File: src/rtl/truth_table_sweeper_if.sv
// Row-capture bus between truth_table_sweeper and the logic under test / row consumer.
// master = sweeper side, slave = environment side (stimulus source, consumer).
interface truth_table_sweeper_if #(
    parameter int unsigned IN_W  = 4,
    parameter int unsigned OUT_W = 10
);
    logic             start;
    logic [IN_W-1:0]  stim;
    logic [OUT_W-1:0] resp;
    logic             row_valid;
    logic             row_ready;
    logic [IN_W-1:0]  row_idx;
    logic [OUT_W-1:0] row_out;
    logic             row_mark;
    logic             busy;
    logic             done;
    logic [OUT_W-1:0] sig;

    modport master (
        input  start, resp, row_ready,
        output stim, row_valid, row_idx, row_out, row_mark, busy, done, sig
    );

    modport slave (
        output start, resp, row_ready,
        input  stim, row_valid, row_idx, row_out, row_mark, busy, done, sig
    );
endinterface

File: src/rtl/truth_table_sweeper.sv
// Clocked truth-table sweeper: walks every stimulus value, settles, captures and presents each row.
// Optional running signature enabled by defining SWEEPER_SIGNATURE_EN.
module truth_table_sweeper #(
    parameter int unsigned IN_W   = 4,
    parameter int unsigned OUT_W  = 10,
    parameter int unsigned SETTLE = 5
) (
    input  logic                     clk,
    input  logic                     rst,
    truth_table_sweeper_if.master    bus
);
    localparam int unsigned CNT_W = 8;
    localparam logic [CNT_W-1:0] RELOAD = CNT_W'(SETTLE - 1);

    if (IN_W < 2 || IN_W > 16) begin : g_bad_in_w
        $error("truth_table_sweeper: IN_W out of range 2..16");
    end
    if (OUT_W < 1 || OUT_W > 32) begin : g_bad_out_w
        $error("truth_table_sweeper: OUT_W out of range 1..32");
    end
    if (SETTLE < 1 || SETTLE > 255) begin : g_bad_settle
        $error("truth_table_sweeper: SETTLE out of range 1..255");
    end

    typedef enum logic [1:0] {
        ST_IDLE    = 2'd0,
        ST_SETTLE  = 2'd1,
        ST_PRESENT = 2'd2
    } state_e;

    state_e           state_q, state_d;
    logic [CNT_W-1:0] cnt_q, cnt_d;
    logic [IN_W-1:0]  stim_q, stim_d;
    logic [IN_W-1:0]  row_idx_q, row_idx_d;
    logic [OUT_W-1:0] row_out_q, row_out_d;
    logic             row_valid_q, row_valid_d;
    logic             row_mark_q, row_mark_d;
    logic             busy_q, busy_d;
    logic             done_q, done_d;
`ifdef SWEEPER_SIGNATURE_EN
    logic [OUT_W-1:0] sig_q, sig_d;
`endif

    // State and output registers
    always_ff @(posedge clk or posedge rst) begin
        if (rst) begin
            state_q     <= ST_IDLE;
            cnt_q       <= '0;
            stim_q      <= '0;
            row_idx_q   <= '0;
            row_out_q   <= '0;
            row_valid_q <= 1'b0;
            row_mark_q  <= 1'b0;
            busy_q      <= 1'b0;
            done_q      <= 1'b0;
`ifdef SWEEPER_SIGNATURE_EN
            sig_q       <= '0;
`endif
        end else begin
            state_q     <= state_d;
            cnt_q       <= cnt_d;
            stim_q      <= stim_d;
            row_idx_q   <= row_idx_d;
            row_out_q   <= row_out_d;
            row_valid_q <= row_valid_d;
            row_mark_q  <= row_mark_d;
            busy_q      <= busy_d;
            done_q      <= done_d;
`ifdef SWEEPER_SIGNATURE_EN
            sig_q       <= sig_d;
`endif
        end
    end

    // Next-state and next-output logic
    always_comb begin
        state_d     = state_q;
        cnt_d       = cnt_q;
        stim_d      = stim_q;
        row_idx_d   = row_idx_q;
        row_out_d   = row_out_q;
        row_valid_d = row_valid_q;
        row_mark_d  = row_mark_q;
        busy_d      = busy_q;
        done_d      = 1'b0;
`ifdef SWEEPER_SIGNATURE_EN
        sig_d       = sig_q;
`endif

        unique case (state_q)
            ST_IDLE: begin
                if (bus.start) begin
                    state_d = ST_SETTLE;
                    stim_d  = '0;
                    busy_d  = 1'b1;
                    cnt_d   = RELOAD;
`ifdef SWEEPER_SIGNATURE_EN
                    sig_d   = '0;
`endif
                end
            end

            ST_SETTLE: begin
                if (cnt_q == '0) begin
                    state_d     = ST_PRESENT;
                    row_out_d   = bus.resp;
                    row_idx_d   = stim_q;
                    row_valid_d = 1'b1;
                    row_mark_d  = (stim_q[1:0] == 2'b11);
                end else begin
                    cnt_d = cnt_q - CNT_W'(1);
                end
            end

            ST_PRESENT: begin
                if (bus.row_ready) begin
                    row_valid_d = 1'b0;
                    row_mark_d  = 1'b0;
`ifdef SWEEPER_SIGNATURE_EN
                    sig_d = ((sig_q << 1) | (sig_q >> (OUT_W - 1))) ^ row_out_q;
`endif
                    // Terminal row is detected by value so the index never wraps
                    if (row_idx_q == {IN_W{1'b1}}) begin
                        state_d = ST_IDLE;
                        done_d  = 1'b1;
                        busy_d  = 1'b0;
                        stim_d  = '0;
                    end else begin
                        state_d = ST_SETTLE;
                        stim_d  = stim_q + IN_W'(1);
                        cnt_d   = RELOAD;
                    end
                end
            end

            default: begin
                state_d = ST_IDLE;
            end
        endcase
    end

    assign bus.stim      = stim_q;
    assign bus.row_idx   = row_idx_q;
    assign bus.row_out   = row_out_q;
    assign bus.row_valid = row_valid_q;
    assign bus.row_mark  = row_mark_q;
    assign bus.busy      = busy_q;
    assign bus.done      = done_q;
`ifdef SWEEPER_SIGNATURE_EN
    assign bus.sig       = sig_q;
`else
    assign bus.sig       = '0;
`endif

endmodule

File: src/flat_wrapper.sv
// flat-port wrapper written by rule: the top's interface ports become plain ports
module truth_table_sweeper_flat 
#(
    parameter int unsigned IN_W   = 4,
    parameter int unsigned OUT_W  = 10,
    parameter int unsigned SETTLE = 5
)
  (clk, rst, bus_start, bus_resp, bus_row_ready, bus_stim, bus_row_valid, bus_row_idx, bus_row_out, bus_row_mark, bus_busy, bus_done, bus_sig);
  truth_table_sweeper_if #(.IN_W(IN_W), .OUT_W(OUT_W)) bus_i ();
  input  logic clk;
  input  logic rst;
  input wire logic [$bits(bus_i.start)-1:0] bus_start;
  input wire logic [$bits(bus_i.resp)-1:0] bus_resp;
  input wire logic [$bits(bus_i.row_ready)-1:0] bus_row_ready;
  output wire logic [$bits(bus_i.stim)-1:0] bus_stim;
  output wire logic [$bits(bus_i.row_valid)-1:0] bus_row_valid;
  output wire logic [$bits(bus_i.row_idx)-1:0] bus_row_idx;
  output wire logic [$bits(bus_i.row_out)-1:0] bus_row_out;
  output wire logic [$bits(bus_i.row_mark)-1:0] bus_row_mark;
  output wire logic [$bits(bus_i.busy)-1:0] bus_busy;
  output wire logic [$bits(bus_i.done)-1:0] bus_done;
  output wire logic [$bits(bus_i.sig)-1:0] bus_sig;
  assign bus_i.start = bus_start;
  assign bus_i.resp = bus_resp;
  assign bus_i.row_ready = bus_row_ready;
  assign bus_stim = bus_i.stim;
  assign bus_row_valid = bus_i.row_valid;
  assign bus_row_idx = bus_i.row_idx;
  assign bus_row_out = bus_i.row_out;
  assign bus_row_mark = bus_i.row_mark;
  assign bus_busy = bus_i.busy;
  assign bus_done = bus_i.done;
  assign bus_sig = bus_i.sig;
  truth_table_sweeper #(.IN_W(IN_W), .OUT_W(OUT_W), .SETTLE(SETTLE)) u_core (.clk(clk), .rst(rst), .bus(bus_i));
endmodule
File: config.mk
export PLATFORM = sky130hd
export DESIGN_NAME = truth_table_sweeper_flat
export DESIGN_NICKNAME = d
export VERILOG_FILES = /design/src/rtl/truth_table_sweeper_if.sv /design/src/rtl/truth_table_sweeper.sv /design/src/flat_wrapper.sv
export SDC_FILE = /design/constraint.sdc
export NUM_CORES = 1
export LEC_CHECK = 0
export CORE_MARGIN = 3
export CORE_UTILIZATION = 40
export DETAILED_ROUTE_END_ITERATION = 6
export PLACE_DENSITY = 0.7
export SLEW_MARGIN = 20
export SYNTH_ARGS = -nofsm -noshare
export SYNTH_HDL_FRONTEND = slang
export SYNTH_SLANG_ARGS = --single-unit
File: constraint.sdc
create_clock -name clk -period 1.8 [get_ports clk]
set_clock_uncertainty 0.15 [all_clocks]
set_input_delay 0.27 -clock clk [delete_from_list [all_inputs] [get_ports clk]]
set_output_delay 0.27 -clock clk [all_outputs]
set_load 0.05 [all_outputs]
==> run_results.csv, run 1 <==
group,metric,value,unit
cts,cts_inserted_buffers,5,
synth,async_flop_share,100,%
cts,ctsLongestPathBuffers,2,
detailed_routing,drt_iter0_drc,72,
critical_path,required,1850,ps
detailed_routing,num_vias,1472,
place,placed_area,2060,µm²
floorplanning,dieHeight,68.3,µm
synth,syn_avg_cell_area,9.46,µm²
place,place_congestion,0.811,
detailed_routing,wl_per_cell,14.8,µm
synth,syn_area,1550,µm²
critical_path,cp_top_family,"simple AND/OR/NAND/NOR gates",
detailed_routing,drc_errors,0,
critical_path,critical_path_class,"flip-flop to flip-flop",
critical_path,critical_path_arrival,1880,ps
timing,rsz0062_at_grt,"yes",
finish,fillers,315,
finish,drive_gt1_share,38.9,%
cts,clkTransAtPathRegs,70,ps
synth,netlist-cell-type-count,33,
cts,clockRootBuffer,"clkbuf_8",
global_route,grt_pass1_wl,6020,µm
power_and_ir_drop,netSwitchingFraction,43.9,%
synth,ys.warnings.count,0,
worst_hold_path,hold_class,"input pin to asynchronous set/reset pin",
global_route,grt_pass1_vias,1320,
cts,clock_latency,280,ps
critical_path,r2r_cells,6,
critical_path,reg2reg_slack,-30,ps
power_and_ir_drop,p_int,2.36,mW
synth,netlist_instances,164,
power_and_ir_drop,seq_power_share,28.0,%
power_and_ir_drop,clkPwrFrac,16.1,%
critical_path,crit_buf_inv,2,
finish,final_area,2370,µm²
floorplanning,die-area,4660,µm²
critical_path,worstPathCellList,"inv_2 -> ha_4 -> and4_4 -> buf_6 -> or4_1 -> a22oi_1",
floorplanning,ios,46,
status,status,"complete, but fails checks",
synth,ys_seq_area_share,51.6,%
finish,multiInputGateArea,757,µm²
power_and_ir_drop,ir_worst_vdd,1.04,mV
detailed_routing,detail-route-antenna-nets,0,
synth,synth_flop_cell,"dfrtp_1",
cts,cts_tree,"yes",
floorplanning,start_util,42.1,%
critical_path,cp-start-kind,"flip-flop",
detailed_routing,routed_wl,4250,µm
critical_path,end_kind,"flip-flop",
place,port_buffers,35,
synth,synth-edff-count,0,
timing,hold_ws,224,ps
timing,setup_ws,-27.2,ps
run,maxCapViolations,0,
critical_path,critical_path_depth,6,
timing,hold_violations,0,
cts,htreeDepth,2,
floorplanning,fp-row-count,22,
detailed_routing,firstDrtPassIters,4,
finish,areaGrowthSynthToFinish,52.7,%
power_and_ir_drop,p_sw,1.85,mW
power_and_ir_drop,power_density,1780,nW/µm²
timing,setup_violations,4,
place,hpwlAfterDp,2750,µm
power_and_ir_drop,p_comb_share,55.9,%
global_route,grt_max_degree,33,
synth,ys_ff_latch,32,
power_and_ir_drop,cellLeakagePower,1.18,nW
cts,numClockSinks,32,
status,violations,"negative setup slack",
floorplanning,core,3690,µm²
critical_path,path_max_fanout,6,
timing,post-route-period-util,102,%
finish,final_nets,255,
global_route,antenna_found_initial,0,
global_route,grt_usage,17.8,%
global_route,grt-ovfl-total,0,
critical_path,slowest_delay,490,ps
detailed_routing,vias_per_cell,5.13,
floorplanning,die_w,68.3,µm
finish,insertedDiodeCount,0,
timing,finalMaxSlewViolations,0,
timing,clock.fmax,547,MHz
timing,period_minus_slack,1830,ps
finish,regArea,807,µm²
critical_path,cp_slowest_cell,"or4_1",
==> Yosys cell counts (all sizes together) (3+ instances only) <==
| cell | instances | area [µm²] |
|---|---|---|
| o31ai | 4 | 30.0 |
| or4 | 5 | 37.5 |
| a22oi | 4 | 30.0 |
| nor2 | 7 | 26.3 |
| o22ai | 3 | 18.8 |
| nand2 | 51 | 191 |
| buf | 14 | 106 |
| ha | 3 | 37.5 |
| inv | 4 | 15.0 |
| and4 | 3 | 26.3 |
| nand2b | 3 | 18.8 |
| o21ai | 6 | 30.0 |
| dfrtp | 32 | 801 |
==> layout make-up <==
class	count	area share, %
multi-input cells	121	32.0
inverters	4	0.634
flip-flops and latches	32	34.1
clock buffers	6	3.06
well taps	48	2.54
clock inverters	2	1.48
repair buffers	74	26.3
==> worst register-to-register path, stage by stage (launching register included) <==
cell and delay (ps):
dfrtp_1 400, inv_2 80, ha_4 160, and4_4 190
buf_6 130, or4_1 490, a22oi_1 160
==> logic make-up after synthesis <==
kind of cell | Yosys count | share of synthesized area (%)
flip-flops | 32 | 51.6
AND/OR/NAND/NOR | 80 | 24.4
XOR/XNOR | 1 | 0.565
adder cells (fa/ha/maj) | 3 | 2.42
buffers and inverters | 20 | 8.31
other | 1 | 0.242
AO/OA/AOI/OAI | 24 | 10.4
multiplexers | 3 | 2.02
==> path summary, 6_finish.rpt <==
path | endpoint | start
max reg2reg | u_core.cnt_q[7]$_DFFE_PP0P_ | u_core.cnt_q[0]$_DFFE_PP0P_
min reg2reg | u_core.bus.row_out[5]$_DFFE_PP0P_ | u_core.bus.row_out[5]$_DFFE_PP0P_
min | u_core.bus.row_out[7]$_DFFE_PP0P_ | rst
min in group clk | u_core.bus.row_out[5]$_DFFE_PP0P_ | u_core.bus.row_out[5]$_DFFE_PP0P_
max in group asynchronous | u_core.bus.row_idx[2]$_DFFE_PP0P_ | rst
max | u_core.cnt_q[7]$_DFFE_PP0P_ | u_core.cnt_q[0]$_DFFE_PP0P_
==> cell usage in the layout (no fill, tap or decap), drive strengths merged <==
cell and instances:
clkinv 1, a22o 2, or4 5, ha 3
or3 1, o31ai 4, inv 4, and4 3
a22oi 4, mux2 1, nor2b 1, and3 1
nand3b 1, nand2 51, buf 61, mux2i 2
nand3 2, nor2 7, xnor2 1, nor3 1
a21oi 1, o22a 1, dfrtp 32, a31oi 1
conb 10, nor4 2, clkdlybuf4s50 13, o22ai 3
clkbuf 6, o21ai 6, nand2b 3, a21o 2
bufinv 1, nand4 2
==> power by group through the flow <==
stage	Clock (mW)	Sequential (mW)	Combinational, mW
floorplan	0	1.71	0.709
global route	0.718	1.21	2.53
detailed placement	0	1.17	1.97
finish	0.679	1.18	2.36
global placement	0	1.15	1.92
CTS	0.682	1.15	2.06
==> metal layers <==
layer,share of wire (%),vias up,wire length (µm),global-route usage (%)
met5,0,-,0,0
li1,-,692,-,-
met2,52,49,2220,28.9
met4,1.8,0,75,8.44
met3,5.5,9,234,3.94
met1,40,722,1720,22.4
==> metrics by stage <==
step                setup slack [ps]  TNS [ps]  utilization (%)  cells  power (mW)
finish                         -27.2     -58.6             64.2    287        4.21
global route                   -79.1      -373             64.2    287        4.45
CTS                            -5.06     -9.17             59.6    280        3.89
detailed placement              -295     -1920             55.7    269        3.14
floorplan                       -103      -234                -    173        2.42
global placement                -239     -1480             55.7    269        3.07
==> sequential cells by signal, summed over array words and instances, names as in the netlist <==
register and flops:
u_core.state_q 2, u_core.bus.row_out 10, u_core.bus.done 1, u_core.bus.stim 4, u_core.bus.row_idx 4, u_core.bus.busy 1, u_core.bus.row_mark 1, u_core.cnt_q 8
u_core.bus.row_valid 1
==> timing repair <==
action,in CTS,in global routing
gates resized for setup,4,31
cloned,0,2
hold endpoints to repair,0,0
hold buffers,0,0
pin swaps,2,11
buffers inserted,3,7
setup endpoints to repair,4,24
No activity file was read; power rests on OpenSTA's default activity.
==> run 2: changes to the inputs <==
--- a/config.mk
+++ b/config.mk
@@ -5,6 +5,7 @@
 export SDC_FILE = /design/constraint.sdc
 export NUM_CORES = 1
 export LEC_CHECK = 0
+export CAP_MARGIN = 20
 export CORE_MARGIN = 3
 export CORE_UTILIZATION = 40
 export DETAILED_ROUTE_END_ITERATION = 6
==> results of run 2 <==
No change in the layout: final DEF, timing and power equal those of run 1.
